===== src/rtl/screen_pkg.sv =====
// rtl/screen_pkg.sv - shared encodings for the screen sequencer
// Purpose: screen-select codes, FSM state and pending-request encodings, and
//          the state-to-screen mapping used by the registered screen_sel.
// Ports:   none (package).
package screen_pkg;

    localparam logic [1:0] SCR_TITLE = 2'd0;
    localparam logic [1:0] SCR_PLAY  = 2'd1;
    localparam logic [1:0] SCR_WIN   = 2'd2;
    localparam logic [1:0] SCR_LOSE  = 2'd3;

    typedef enum logic [1:0] {
        ST_TITLE  = 2'd0,
        ST_PLAY   = 2'd1,
        ST_RESULT = 2'd2
    } state_t;

    typedef enum logic [1:0] {
        REQ_NONE   = 2'd0,
        REQ_PLAY   = 2'd1,
        REQ_RESULT = 2'd2
    } req_t;

    // RESULT splits into win/lose screens on the latched winner.
    function automatic logic [1:0] screen_code(input state_t st, input logic win);
        logic [1:0] code;
        case (st)
            ST_PLAY:   code = SCR_PLAY;
            ST_RESULT: code = win ? SCR_WIN : SCR_LOSE;
            default:   code = SCR_TITLE;
        endcase
        return code;
    endfunction

endpackage


===== src/rtl/screen_sequencer_rise_detect.sv =====
// rtl/screen_sequencer_rise_detect.sv - single-flop edge detector
// Purpose: registers d and flags an edge against the registered copy.
//          FALLING = 0 flags d & ~d_q, FALLING = 1 flags d_q & ~d.
// Ports:   clk, rst_n (async active-low, loads IDLE), d (level in),
//          rise (combinational one-cycle edge flag).
module rise_detect #(
    parameter logic IDLE    = 1'b0,
    parameter bit   FALLING = 1'b0
) (
    input  logic clk,
    input  logic rst_n,
    input  logic d,
    output logic rise
);
    import screen_pkg::*;

    logic d_q;
    logic d_d;

    always_comb begin
        d_d  = d;
        rise = FALLING ? (d_q & ~d) : (d & ~d_q);
    end

    always_ff @(posedge clk or negedge rst_n) begin
        if (!rst_n) begin
            d_q <= IDLE;
        end else begin
            d_q <= d_d;
        end
    end

endmodule


===== src/rtl/screen_sequencer.sv =====
// rtl/screen_sequencer.sv - frame-synchronous title/play/result screen controller
// Purpose: tracks game phase and commits screen changes only on vsync falling
//          edges; drives registered screen select and result-banner blink.
// Ports:   clk, rst (async active-low), vsync (active-low pulse),
//          start_btn (level), game_over (pulse), winner (sampled with game_over),
//          screen_sel[1:0], blink_on, frame_tick (registered vsync-fall pulse).
module screen_sequencer #(
    parameter int BLINK_FRAMES  = 30,
    parameter int RESULT_FRAMES = 600,
    parameter int FRAME_W       = 10
) (
    input  logic       clk,
    input  logic       rst,
    input  logic       vsync,
    input  logic       start_btn,
    input  logic       game_over,
    input  logic       winner,
    output logic [1:0] screen_sel,
    output logic       blink_on,
    output logic       frame_tick
);
    import screen_pkg::*;

    localparam logic [FRAME_W-1:0] RESULT_LAST = FRAME_W'(RESULT_FRAMES - 1);
    localparam logic [FRAME_W-1:0] BLINK_LAST  = FRAME_W'(BLINK_FRAMES - 1);

    logic tick;
    logic start_rise;

    // vsync idles high, so its detector resets to 1 and looks for the fall.
    rise_detect #(.IDLE(1'b1), .FALLING(1'b1)) u_vsync_fall (
        .clk   (clk),
        .rst_n (rst),
        .d     (vsync),
        .rise  (tick)
    );

    rise_detect #(.IDLE(1'b0), .FALLING(1'b0)) u_start_rise (
        .clk   (clk),
        .rst_n (rst),
        .d     (start_btn),
        .rise  (start_rise)
    );

    state_t             state_q, state_d;
    req_t               pending_q, pending_d;
    req_t               req_now, req_eff;
    logic               win_q, win_d;
    logic [FRAME_W-1:0] frame_cnt_q, frame_cnt_d;
    logic [FRAME_W-1:0] blink_cnt_q, blink_cnt_d;
    logic               blink_q, blink_d;
    logic [1:0]         screen_sel_q, screen_sel_d;
    logic               blink_on_q, blink_on_d;
    logic               frame_tick_q, frame_tick_d;

    always_comb begin
        req_now     = REQ_NONE;
        win_d       = win_q;
        state_d     = state_q;
        frame_cnt_d = frame_cnt_q;
        blink_cnt_d = blink_cnt_q;
        blink_d     = blink_q;

        // Each state accepts only one kind of request, so game_over beating a
        // simultaneous start in PLAY falls out of the case split.
        case (state_q)
            ST_TITLE:  if (start_rise) req_now = REQ_PLAY;
            ST_PLAY: begin
                if (game_over) begin
                    req_now = REQ_RESULT;
                    win_d   = winner;
                end
            end
            ST_RESULT: if (start_rise) req_now = REQ_PLAY;
            default:   req_now = REQ_NONE;
        endcase

        req_eff   = (req_now != REQ_NONE) ? req_now : pending_q;
        pending_d = req_eff;

        if (tick) begin
            pending_d = REQ_NONE;
            if (req_eff == REQ_PLAY) begin
                state_d = ST_PLAY;
            end else if (req_eff == REQ_RESULT) begin
                state_d     = ST_RESULT;
                frame_cnt_d = '0;
                blink_cnt_d = '0;
                blink_d     = 1'b1;
            end else if (state_q == ST_RESULT) begin
                if (blink_cnt_q == BLINK_LAST) begin
                    blink_cnt_d = '0;
                    blink_d     = ~blink_q;
                end else begin
                    blink_cnt_d = blink_cnt_q + 1'b1;
                end
                if (frame_cnt_q == RESULT_LAST) begin
                    state_d = ST_TITLE;
                end else begin
                    frame_cnt_d = frame_cnt_q + 1'b1;
                end
            end
        end

        // Counters park at zero and the banner phase at "on" outside RESULT.
        if (state_d != ST_RESULT) begin
            frame_cnt_d = '0;
            blink_cnt_d = '0;
            blink_d     = 1'b1;
        end

        // Output stage lags the commit by one clk so it settles in blanking.
        screen_sel_d = screen_code(state_q, win_q);
        blink_on_d   = (state_q == ST_RESULT) ? blink_q : 1'b1;
        frame_tick_d = tick;
    end

    always_ff @(posedge clk or negedge rst) begin
        if (!rst) begin
            state_q      <= ST_TITLE;
            pending_q    <= REQ_NONE;
            win_q        <= 1'b0;
            frame_cnt_q  <= '0;
            blink_cnt_q  <= '0;
            blink_q      <= 1'b1;
            screen_sel_q <= SCR_TITLE;
            blink_on_q   <= 1'b1;
            frame_tick_q <= 1'b0;
        end else begin
            state_q      <= state_d;
            pending_q    <= pending_d;
            win_q        <= win_d;
            frame_cnt_q  <= frame_cnt_d;
            blink_cnt_q  <= blink_cnt_d;
            blink_q      <= blink_d;
            screen_sel_q <= screen_sel_d;
            blink_on_q   <= blink_on_d;
            frame_tick_q <= frame_tick_d;
        end
    end

    assign screen_sel = screen_sel_q;
    assign blink_on   = blink_on_q;
    assign frame_tick = frame_tick_q;

endmodule

===== config.mk =====
export PLATFORM = sky130hd
export DESIGN_NAME = screen_sequencer
export DESIGN_NICKNAME = d
export VERILOG_FILES = /design/src/rtl/screen_pkg.sv /design/src/rtl/screen_sequencer_rise_detect.sv /design/src/rtl/screen_sequencer.sv
export SDC_FILE = /design/constraint.sdc
export NUM_CORES = 1
export LEC_CHECK = 0
export BUFFER_PORTS_ARGS = -buffer_cell sky130_fd_sc_hd__buf_2
export CORE_MARGIN = 1.5
export CORE_UTILIZATION = 55
export DETAILED_ROUTE_END_ITERATION = 6
export PLACE_DENSITY = 0.73
export SETUP_SLACK_MARGIN = 0.15
export SLEW_MARGIN = 15
export SYNTH_ARGS = -nofsm -noshare
export SYNTH_HDL_FRONTEND = slang
export SYNTH_SLANG_ARGS = --single-unit

===== constraint.sdc =====
create_clock -name clk -period 3.3 [get_ports clk]
set_input_delay 0.33 -clock clk [delete_from_list [all_inputs] [get_ports clk]]
set_output_delay 0.33 -clock clk [all_outputs]
set_load 0.05 [all_outputs]

==> qor_table.md, run 1 <==
| Stage | Quantity | This run |
|---|---|---|
| cells and area | Area used by sequential logic in the layout | 805 um^2 |
| sta | Max-slew violation total from the final report | 0 |
| worst setup path | Maximum fanout along the worst path | 7 |
| placed design | Number of I/O port buffers | 9 |
| worst setup path | Required time of the critical path | 3.55 ns |
| logic synthesis | Largest family of logic cells by synthesized area | simple AND/OR/NAND/NOR gates |
| clock tree | Clk sink count | 32 |
| logic synthesis | Sequential fraction of the synthesis area | 44.7% |
| pwr | Clock power share | 17.0% |
| logic synthesis | Cell count after synthesis | 184 |
| logic synthesis | Number of library cell types mapped by synthesis | 47 |
| pwr | Internal portion of total power | 778 uW |
| clock tree | Clock-pin slew reported for the worst setup and hold paths after clock tree synthesis | 0.10 ns |
| floorplan | FP Rows | 20 |
| logic synthesis | Dominant register cell in the synthesized netlist | sky130_fd_sc_hd__dfrtp_1 |
| grt | GRT met1 Usage | 29.8% |
| clock tree | Number of buffers added by the clock tree synthesis step | 5 |
| pwr | Worst vdd ir | 0.000289 V |
| clock tree | Count of hold-fix buffers inserted at cts | 0 |
| logic synthesis | Synthesized area divided by synthesized cell count | 9.78 um^2 |
| pwr | Net Switching | 597 uW |
| worst setup path | Endpoint class of the critical path | flop |
| logic synthesis | Ys async rst share | 100% |
| floorplan | Die area | 3620 um^2 |
| floorplan | Initial standard-cell utilization of the core | 58.5% |
| logic synthesis | Number of warnings reported in the yosys synthesis log | 0 |
| grt | Total routing resource utilization after global routing | 24.8% |
| clock tree | TritonCTS clock tree | yes |
| grt | GR Layer Usage met2 | 40.5% |
| sta | Worst Tran Pin Value | 0.754 ns |
| cells and area | Multi-input gate area in the final layout | 947 um^2 |
| run status | Result of the run | complete, no violations |
| sta | Shortest clock period the worst path allows after layout | 2.60 ns |
| grt | Largest net degree at the start of global routing | 33 |
| logic synthesis | Number of flops mapped to enable cells by yosys | 0 |
| clock tree | # resized after CTS | 0 |
| sta | Crit share post-route | 78.7% |
| clock tree | Post CTS Setup Buffer Count | 0 |
| worst setup path | Setup Crit Path Kind | flop to flop |
| clock tree | Level count of the clock H-tree | 2 |
| grt | First-pass GRT wire length | 6580 um |
| floorplan | Vertical extent of the die | 60.2 um |
| logic synthesis | Share of the synthesized area in the top cell type | 40.3% |
| pwr | Switching portion of total power | 43.4% |
| placed design | HPWL reported at the end of detailed placement | 2750 um |
| drt | Final routed wire length divided by cell count | 15.6 um |
| sta | Number of failing hold endpoints at the final stage | 0 |
| drt | Count of nets left with antenna violations after detail routing | 0 |
| drt | First-pass detailed-route iteration total | 4 |
| grt | Global routing's busiest layer | met2 |
| grt | Met3 usage | 6.93% |
| sta | Fmax achieved | 385 MHz |
| sta | Final-report setup violation count | 0 |
| drt | Routed Wire Length | 3810 um |
| pwr | Leakage power of the design | 0.000931 uW |
| sta | Setup total negative slack | 0 ns |
| clock tree | Root Buffer Master | sky130_fd_sc_hd__clkbuf_4 |
| logic synthesis | Summed instance area of the synthesized netlist | 1800 um^2 |
| logic synthesis | Portion of netlist area occupied by mux cells | 1.81% |
| sta | Final worst clock skew | 0.00666 ns |
| worst setup path | Delay contributed by the slowest stage of the critical path | 0.67 ns |
| worst setup path | CP arrival | 2.85 ns |
| sta | Min Hold Slack | 0.0355 ns |
| flow run | Max capacitance violation total | 0 |
| cells and area | Count of inserted antenna diode cells | 0 |
| logic synthesis | Simple-Gate Fraction of Synth Area | 28.0% |
| pwr | Power per unit of standard cell area | 703 nW/um^2 |
| cells and area | Synthesis-to-layout area growth | 8.69% |
| hold path | Class of the tightest hold or removal check | input port to asynchronous set/reset pin |
| logic synthesis | Adder-cell area share of the yosys netlist | 5.56% |
| sta | Tightest slew margin relative to the limit | 49.3% |
| grt | Number of global-route vias before repair | 1456 |
| logic synthesis | Top post-synthesis cells by area | sky130_fd_sc_hd__dfrtp_1 (40%), sky130_fd_sc_hd__ha_1 (5.6%), sky130_fd_sc_hd__nand2_1 (5.0%), sky130_fd_sc_hd__dfstp_2 (4.4%), sky130_fd_sc_hd__a221o_1 (3.9%) |
| logic synthesis | Xor and xnor fraction of the mapped netlist area | 0% |
| placed design | Final weighted congestion of routability-driven global placement | 0.885 |
| logic synthesis | Synth Area in Compound Gates | 17.2% |
| floorplan | # IOs | 10 |
| floorplan | Die width | 60.2 um |
| drt | Detailed-route via count | 1470 |
| drt | Drc violations | 0 |
| grt | Antenna violations before repair | 0 |
| pwr | Portion of total power attributed to sequential cells | 36.8% |
| worst setup path | List of cells traversed by the critical path | inv_1, ha_1, or2_4, a21oi_2, nor3_2, or4_1, or3_1, o221ai_1 |
| clock tree | Longest Clk Path Bufs | 2 |
| cells and area | Fill cell count | 277 |
| pwr | Share of power burned in combinational logic | 46.1% |
| floorplan | Standard cell core area | 3080 um^2 |
| drt | Number of vias per cell after detailed routing | 6.02 |
| clock tree | Clock latency at the later pin of the worst-skew pair | 0.33 ns |
| cells and area | Nets@finish | 213 |
| cells and area | Share of layout cells above drive strength 1 | 16.0% |
| worst setup path | Cell with the largest stage delay on the worst path | sky130_fd_sc_hd__or4_1 |
| drt | Number of DRC markers in iteration 0 | 73 |
| sta | Setup repair after global routing missed its margin | false |
| logic synthesis | Library cell with the largest summed area after synthesis | sky130_fd_sc_hd__dfrtp_1 |
| logic synthesis | Number of flip-flops and latches in the synthesized netlist | 32 |
| logic synthesis | Net count after synthesis | 198 |
| grt | Overflow left after global routing | 0 |
| worst setup path | Critical Path Start Type | flop |
layout make-up:
type	instances	share of cell area (%)
Multi-Input combinational cell	140	48.4
Sequential cell	32	41.1
Clock buffer	8	3.01
Tap cell	44	2.82
Timing Repair Buffer	10	2.69
Inverter	10	1.92
metrics by stage:
step | util (%) | cell area, um^2 | std cells | setup slack, ns | total power, uW
6_report | 63.5 | 1960 | 244 | 0.703 | 1380
5_1_grt | 63.5 | 1960 | 244 | 0.528 | 1480
4_1_cts | 63.5 | 1960 | 244 | 0.703 | 1380
3_5_place_dp | 61.6 | 1900 | 236 | 0.729 | 1140
3_3_place_gp | 61.6 | 1900 | 236 | 0.800 | 1100
2_1_floorplan | - | 1800 | 184 | 0.982 | 975
routing by layer:
metal	wire length (um)	vias up
met1	1630	710
met5	0	-
met3	197	12
met4	108	0
met2	1870	40
li1	-	708
critical path: cells and delay by family, from the launching register on:
family / cells / cell delay, ns
flops: 1 / 0.40
compound gates: 2 / 0.27
buf+inv: 1 / 0.12
fa+ha+maj: 1 / 0.30
simple gates: 4 / 1.42
cells in the mapped netlist, types with 3 or more instances:
| master | instances |
|---|---|
| sky130_fd_sc_hd__nor3_1 | 3 |
| sky130_fd_sc_hd__o221ai_1 | 3 |
| sky130_fd_sc_hd__ha_1 | 8 |
| sky130_fd_sc_hd__inv_1 | 10 |
| sky130_fd_sc_hd__nand3_1 | 9 |
| sky130_fd_sc_hd__and3_1 | 9 |
| sky130_fd_sc_hd__a221o_1 | 7 |
| sky130_fd_sc_hd__dfstp_2 | 3 |
| sky130_fd_sc_hd__nand2_1 | 24 |
| sky130_fd_sc_hd__nor2_1 | 12 |
| sky130_fd_sc_hd__o21ai_0 | 6 |
| sky130_fd_sc_hd__nor2b_1 | 4 |
| sky130_fd_sc_hd__a21o_1 | 3 |
| sky130_fd_sc_hd__or3_1 | 7 |
| sky130_fd_sc_hd__dfrtp_1 | 29 |
| sky130_fd_sc_hd__nor3b_1 | 3 |
| sky130_fd_sc_hd__a21oi_1 | 6 |
path summary, 6_finish.rpt:
| kind | startpoint | endpoint | slack [ns] | cells after the start |
|---|---|---|---|---|
| max | state_q[0]$_DFF_PN0_ | blink_cnt_q[7]$_DFFE_PN0P_ | 0.70 | 8 |
| min | rst | state_q[0]$_DFF_PN0_ | 0.04 | 1 |
| max reg2reg | state_q[0]$_DFF_PN0_ | blink_cnt_q[7]$_DFFE_PN0P_ | 0.70 | 8 |
| min reg2reg | blink_q$_DFFE_PN1P_ | blink_on$_DFF_PN1_ | 0.51 | 2 |
| max in group asynchronous | rst | blink_cnt_q[2]$_DFFE_PN0P_ | 2.81 | 1 |
| min in group clk | vsync | u_vsync_fall.d_q$_DFF_PN1_ | 0.09 | 1 |
logic make-up after synthesis:
family / Yosys count
AOI/OAI and AO/OA: 40
DFF: 32
adders and majority gates: 8
and+or+nand+nor: 89
muxes: 3
buffers and inverters: 12
registers in the layout (all words and copies together), names as in the netlist:
register	cells
blink_cnt_q	10
blink_on	1
blink_q	1
frame_cnt_q	10
frame_tick	1
pending_q	2
screen_sel	2
state_q	2
u_start_rise.d_q	1
u_vsync_fall.d_q	1
win_q	1
layout by cell type (no fill, tap or decap), types with 6 or more instances in the layout:
cell	n
sky130_fd_sc_hd__nand2_1	24
sky130_fd_sc_hd__o21ai_0	6
sky130_fd_sc_hd__a21oi_1	6
sky130_fd_sc_hd__dfrtp_1	29
sky130_fd_sc_hd__nand3_1	9
sky130_fd_sc_hd__buf_2	9
sky130_fd_sc_hd__or3_1	7
sky130_fd_sc_hd__ha_1	8
sky130_fd_sc_hd__inv_1	10
sky130_fd_sc_hd__nor2_1	12
sky130_fd_sc_hd__a221o_1	7
sky130_fd_sc_hd__and3_1	9
power groups by stage:
| stage | sequential, uW | clock, uW | combinational [uW] |
|---|---|---|---|
| after floorplan | 553 | 0 | 422 |
| after global placement | 512 | 0 | 590 |
| after detailed placement | 515 | 0 | 622 |
| after CTS | 507 | 246 | 629 |
| after global routing | 516 | 266 | 694 |
| final | 507 | 234 | 635 |
Power figures use the tool's default switching activity.
==> run 2, diff against run 1 <==
==> constraint.sdc (replaced) <==
create_clock -name clk -period 2.5 [get_ports clk]
set_input_delay 0.25 -clock clk [delete_from_list [all_inputs] [get_ports clk]]
set_output_delay 0.25 -clock clk [all_outputs]
set_load 0.05 [all_outputs]
==> qor_table.md, run 2 (synthesized netlist as in run 1, its figures left out) <==
| Stage | Quantity | This run |
|---|---|---|
| cells and area | Fill cell count | 210 |
| worst setup path | CP Capture Point | blink_cnt_q[7]$_DFFE_PN0P_ |
| grt | Antenna violations before repair | 0 |
| worst setup path | Startpoint of the worst setup timing path | state_q[1]$_DFF_PN0_ |
| flow run | Max capacitance violation total | 0 |
| sta | Worst Tran Pin Value | 0.718 ns |
| cells and area | Nets@finish | 233 |
| hold path | Class of the tightest hold or removal check | input port to flop |
| floorplan | Vertical extent of the die | 60.2 um |
| worst setup path | Delay contributed by the slowest stage of the critical path | 0.57 ns |
| worst setup path | Required time of the critical path | 2.75 ns |
| floorplan | Initial standard-cell utilization of the core | 58.5% |
| clock tree | Root Buffer Master | sky130_fd_sc_hd__clkbuf_4 |
| cells and area | Largest registers | blink_cnt_q (10), frame_cnt_q (10) |
| worst setup path | Cell with the largest stage delay on the worst path | sky130_fd_sc_hd__or4_4 |
| sta | Setup repair after global routing missed its margin | true |
| worst setup path | Maximum fanout along the worst path | 7 |
| cells and area | Synthesis-to-layout area growth | 25.9% |
| cells and area | Count of inserted antenna diode cells | 0 |
| floorplan | Standard cell core area | 3080 um^2 |
| drt | Number of vias per cell after detailed routing | 6.08 |
| worst setup path | Setup slack of the most critical reg-to-reg path | 0.17 ns |
| drt | Final routed wire length divided by cell count | 16.5 um |
| cells and area | Area of all placed cells without fillers | 2270 um^2 |
| sta | Final worst clock skew | 0.0101 ns |
| sta | Max-slew violation total from the final report | 0 |
| pwr | Worst vdd ir | 0.000740 V |
| worst setup path | Setup Crit Path Kind | flop to flop |
| worst setup path | Critical Path Start Type | flop |
| placed design | HPWL reported at the end of detailed placement | 2540 um |
| cells and area | Most frequent cells in the layout | sky130_fd_sc_hd__dfrtp_1 (27), sky130_fd_sc_hd__nand2_1 (22), sky130_fd_sc_hd__buf_4 (18) |
| sta | Fmax achieved | 429 MHz |
| grt | First-pass GRT wire length | 7190 um |
| drt | Detailed-route via count | 1604 |
| sta | Final-report setup violation count | 0 |
| floorplan | FP Rows | 20 |
| worst setup path | Startpoint of the most critical register-to-register path | state_q[1]$_DFF_PN0_ |
| placed design | Count of placed standard cells including taps | 240 |
| sta | Number of failing hold endpoints at the final stage | 0 |
| grt | Largest net degree at the start of global routing | 33 |
| worst setup path | List of cells traversed by the critical path | buf_6, inv_4, ha_4, or2_4, a22oi_2, a41o_1, or4_4, or3_1, o221ai_2 |
| placed design | Final weighted congestion of routability-driven global placement | 0.778 |
| sta | Shortest clock period the worst path allows after layout | 2.33 ns |
| cells and area | Share of the core filled with cells in the final layout | 73.6% |
| clock tree | TritonCTS clock tree | yes |
| clock tree | Level count of the clock H-tree | 2 |
| run status | Result of the run | complete, no violations |
| grt | Total routing resource utilization after global routing | 27.1% |
| clock tree | Longest Clk Path Bufs | 2 |
| clock tree | Number of buffers added by the clock tree synthesis step | 5 |
| sta | Post-route setup slack | 0.168 ns |
| grt | Number of global-route vias before repair | 1602 |
| worst setup path | Endpoint class of the critical path | flop |
| floorplan | Die width | 60.2 um |
| pwr | Power per unit of standard cell area | 1020 nW/um^2 |
| clock tree | Clock-pin slew reported for the worst setup and hold paths after clock tree synthesis | 0.09 ns |
| drt | Routed Wire Length | 4360 um |
| worst setup path | CP arrival | 2.58 ns |
| cells and area | Share of layout cells above drive strength 1 | 32.7% |
| drt | Drc violations | 0 |
| drt | Number of DRC markers in iteration 0 | 101 |
| worst setup path | Register-to-Register Path Depth | 9 |
| clock tree | Clk sink count | 32 |
| sta | Crit share post-route | 93.3% |
| sta | Tightest slew margin relative to the limit | 52.1% |
| drt | Count of nets left with antenna violations after detail routing | 0 |
| floorplan | Die area | 3620 um^2 |
| floorplan | # IOs | 10 |
| cells and area | Most common cell after layout, fill and taps aside | sky130_fd_sc_hd__dfrtp_1 |
| clock tree | Clock latency at the later pin of the worst-skew pair | 0.34 ns |
| grt | Overflow left after global routing | 0 |
| worst setup path | Worst flop-to-flop path endpoint | blink_cnt_q[7]$_DFFE_PN0P_ |
| placed design | Setup slack after placement | -0.00663 ns |
| cells and area | Post-layout instance count excluding filler cells | 264 |
| drt | First-pass detailed-route iteration total | 4 |
| placed design | Placement Cell Area | 1940 um^2 |
| pwr | Leakage power of the design | 0.00105 uW |
| placed design | Number of I/O port buffers | 9 |
==> run 2: worst min path at each step <==
stage / startpoint / to / slack (ns) / cells past startpoint
6_report: vsync / u_vsync_fall.d_q$_DFF_PN1_ / 0.02 / 1
3_3_place_gp: rst / u_start_rise.d_q$_DFF_PN0_ / 0.33 / 1
2_1_floorplan: rst / blink_cnt_q[0]$_DFFE_PN0P_ / -0.05 / 0
5_1_grt: vsync / u_vsync_fall.d_q$_DFF_PN1_ / 0.01 / 1
3_5_place_dp: rst / u_start_rise.d_q$_DFF_PN0_ / 0.33 / 1
4_1_cts: vsync / u_vsync_fall.d_q$_DFF_PN1_ / 0.01 / 1
==> run 2: area by class of cell <==
| type | count | area [um^2] | area share [%] |
|---|---|---|---|
| clock buffer | 8 | 58.8 | 2.60 |
| tap | 44 | 55.1 | 2.43 |
| inverter | 10 | 42.5 | 1.88 |
| sequential | 32 | 807 | 35.6 |
| timing repair buffer | 30 | 221 | 9.77 |
| multi-input combinational | 140 | 1080 | 47.7 |
==> run 2: routing by layer <==
layer	vias up	track usage, %	routed length [um]
met5	-	0	0
met4	0	15.9	153
met2	50	44.7	2140
met3	15	5.63	196
li1	750	-	-
met1	789	32.3	1870
==> run 2: per-stage QoR <==
stage | hold WS (ns) | setup TNS, ns | total power, uW
after detailed placement | 0.333 | -0.00663 | 1560
after global routing | 0.00987 | 0 | 2430
after CTS | 0.0107 | 0 | 2080
after global placement | 0.327 | 0 | 1540
final | 0.0217 | 0 | 2300
after floorplan | -0.0456 | 0 | 1290
==> run 2: where the power goes <==
part	internal, uW	switching (uW)	leakage [uW]
registers	611	71.9	0.000420
logic	576	732	0.000600
clock network	139	174	0.0000326
==> run 2: critical path: cells and delay by family, from the launching register on <==
family	cells	cell delay (ns)
buf+inv	2	0.21
fa+ha+maj	1	0.13
simple gates	3	1.04
flops	1	0.47
compound gates	3	0.40
==> run 2: what timing repair did <==
action | CTS | global route
hold endpoints to repair | 29 | 0
endpoints found under the setup margin | 14 | 19
pin swaps | 7 | 10
hold buffers | 1 | 0
buffers inserted | 9 | 6
cloned | 0 | 0
resized for setup | 18 | 14
==> run 3, diff against run 2 <==
--- a/config.mk
+++ b/config.mk
@@ -10,6 +10,7 @@
 export CORE_UTILIZATION = 55
 export DETAILED_ROUTE_END_ITERATION = 6
 export PLACE_DENSITY = 0.73
+export REMOVE_ABC_BUFFERS = 1
 export SETUP_SLACK_MARGIN = 0.15
 export SLEW_MARGIN = 15
 export SYNTH_ARGS = -nofsm -noshare
==> qor_table.md, run 3 (synthesized netlist as in run 1, its figures left out) <==
| Stage | Quantity | This run |
|---|---|---|
| run status | Result of the run | complete, no violations |
| grt | Total routing resource utilization after global routing | 25.4% |
| sta | Final worst clock skew | 0.00241 ns |
| worst setup path | Setup Crit Path Kind | flop to flop |
| clock tree | Clk sink count | 32 |
| cells and area | Most common cell after layout, fill and taps aside | sky130_fd_sc_hd__dfrtp_1 |
| hold path | Class of the tightest hold or removal check | input port to flop |
| flow run | Max capacitance violation total | 0 |
| grt | Overflow left after global routing | 0 |
| drt | Detailed-route via count | 1566 |
| worst setup path | Required time of the critical path | 2.76 ns |
| sta | Setup total negative slack | 0 ns |
| drt | First-pass detailed-route iteration total | 4 |
| floorplan | Die area | 3620 um^2 |
| cells and area | Largest registers | blink_cnt_q (10), frame_cnt_q (10) |
| drt | Number of vias per cell after detailed routing | 5.95 |
| cells and area | Area used by sequential logic in the layout | 807 um^2 |
| sta | Final-report setup violation count | 0 |
| pwr | Share of power burned in combinational logic | 50.7% |
| cells and area | Synthesis-to-layout area growth | 26.0% |
| cells and area | Post-layout instance count excluding filler cells | 263 |
| drt | Drc violations | 0 |
| floorplan | # IOs | 10 |
| placed design | Final weighted congestion of routability-driven global placement | 0.810 |
| placed design | Number of I/O port buffers | 9 |
| sta | Max-slew violation total from the final report | 0 |
| grt | First-pass GRT wire length | 6710 um |
| grt | Number of global-route vias before repair | 1510 |
| floorplan | Die width | 60.2 um |
| drt | Count of nets left with antenna violations after detail routing | 0 |
| floorplan | FP Rows | 20 |
| drt | Number of DRC markers in iteration 0 | 69 |
| pwr | Switching portion of total power | 41.1% |
| pwr | Worst vdd ir | 0.000507 V |
| floorplan | Vertical extent of the die | 60.2 um |
| clock tree | Longest Clk Path Bufs | 2 |
| placed design | Setup slack after placement | 0.00657 ns |
| pwr | Leakage power of the design | 0.00106 uW |
| drt | Routed Wire Length | 4450 um |
| worst setup path | CP arrival | 2.69 ns |
| clock tree | Root Buffer Master | sky130_fd_sc_hd__clkbuf_4 |
| cells and area | Nets@finish | 232 |
| cells and area | Share of layout cells above drive strength 1 | 32.4% |
| cells and area | Share of the core filled with cells in the final layout | 73.7% |
| grt | Largest net degree at the start of global routing | 33 |
| pwr | Net Switching | 953 uW |
| pwr | Internal portion of total power | 1360 uW |
| cells and area | Most frequent cells in the layout | sky130_fd_sc_hd__dfrtp_1 (27), sky130_fd_sc_hd__nand2_1 (21), sky130_fd_sc_hd__buf_4 (17) |
| worst setup path | Critical Path Start Type | flop |
| clock tree | Level count of the clock H-tree | 2 |
| clock tree | TritonCTS clock tree | yes |
| sta | Worst Tran Pin Value | 0.725 ns |
| sta | Shortest clock period the worst path allows after layout | 2.43 ns |
| sta | Crit share post-route | 97.1% |
| sta | Fmax achieved | 412 MHz |
| pwr | Clock power share | 19.6% |
| cells and area | Multi-input gate area in the final layout | 1060 um^2 |
| worst setup path | Maximum fanout along the worst path | 6 |
| sta | Number of failing hold endpoints at the final stage | 0 |
| placed design | HPWL reported at the end of detailed placement | 2650 um |
| clock tree | Number of buffers added by the clock tree synthesis step | 5 |
| pwr | Portion of total power attributed to sequential cells | 29.8% |
| cells and area | Area of all placed cells without fillers | 2270 um^2 |
| clock tree | Clock-pin slew reported for the worst setup and hold paths after clock tree synthesis | 0.10 ns |
| floorplan | Initial standard-cell utilization of the core | 58.5% |
| sta | Post-route setup slack | 0.0737 ns |
| floorplan | Standard cell core area | 3080 um^2 |
| cells and area | Fill cell count | 220 |
| clock tree | Clock latency at the later pin of the worst-skew pair | 0.34 ns |
| placed design | Placement Cell Area | 1950 um^2 |
| placed design | Count of placed standard cells including taps | 241 |
| sta | Setup repair after global routing missed its margin | true |
| pwr | Power per unit of standard cell area | 1020 nW/um^2 |
| sta | Tightest slew margin relative to the limit | 51.3% |
| worst setup path | Endpoint class of the critical path | flop |
| grt | Antenna violations before repair | 0 |
| cells and area | Count of inserted antenna diode cells | 0 |
| drt | Final routed wire length divided by cell count | 16.9 um |
[run 3: routing by layer]
| metal | vias to the layer above | routed length [um] | global-route usage (%) |
|---|---|---|---|
| li1 | 747 | - | - |
| met3 | 14 | 227 | 6.28 |
| met1 | 751 | 1870 | 30.8 |
| met2 | 54 | 2250 | 41.9 |
| met5 | - | 0 | 0 |
| met4 | 0 | 105 | 12.1 |
[run 3: stage by stage]
step	hold slack [ns]	power (uW)
after detailed placement	0.337	1570
final	0.0301	2320
after global routing	0.0177	2440
after floorplan	-0.0456	1270
after global placement	0.329	1550
after CTS	0.0228	2090
[run 3: final cells by class]
| type | count | area share, % |
|---|---|---|
| clock inverters | 1 | 1.32 |
| inverters | 10 | 1.77 |
| repair buffers | 29 | 9.38 |
| multi-input cells | 140 | 46.6 |
| flip-flops and latches | 32 | 35.6 |
| well taps | 44 | 2.43 |
| clock buffers | 7 | 2.87 |
[run 3: path summary, 6_finish.rpt]
kind / start / to / slack, ns / cells after the start
max in group asynchronous: rst / state_q[1]$_DFF_PN0_ / 1.51 / 2
min in group asynchronous: rst / screen_sel[1]$_DFF_PN0_ / 0.49 / 2
setup reg to reg: state_q[0]$_DFF_PN0_ / blink_cnt_q[6]$_DFFE_PN0P_ / 0.07 / 8
hold reg to reg: blink_q$_DFFE_PN1P_ / blink_on$_DFF_PN1_ / 0.53 / 2
setup / recovery: state_q[0]$_DFF_PN0_ / blink_cnt_q[6]$_DFFE_PN0P_ / 0.07 / 8
hold / removal: start_btn / u_start_rise.d_q$_DFF_PN0_ / 0.03 / 1
[run 3: worst max-delay path, cell delays in order, from the launching register on]
cell and delay (ns):
sky130_fd_sc_hd__dfrtp_2 0.45, sky130_fd_sc_hd__inv_4 0.07, sky130_fd_sc_hd__ha_1 0.22, sky130_fd_sc_hd__or2_4 0.26, sky130_fd_sc_hd__a21oi_4 0.22, sky130_fd_sc_hd__nor3_4 0.08
sky130_fd_sc_hd__or4_4 0.59, sky130_fd_sc_hd__or3_4 0.41, sky130_fd_sc_hd__o221ai_2 0.06
[run 3: timing repair]
action / CTS / global route
endpoints found under the hold margin: 30 / 0
pin swaps: 2 / 12
buffers inserted: 4 / 8
endpoints found under the setup margin: 13 / 19
hold buffers: 2 / 0
gates resized for setup: 5 / 22
[run 3: power groups by stage]
stage / combinational [uW] / clock, uW / sequential, uW
CTS: 963 / 459 / 671
finish: 1170 / 453 / 690
detailed placement: 891 / 0 / 681
global placement: 873 / 0 / 673
floorplan: 543 / 0 / 730
global route: 1260 / 481 / 702
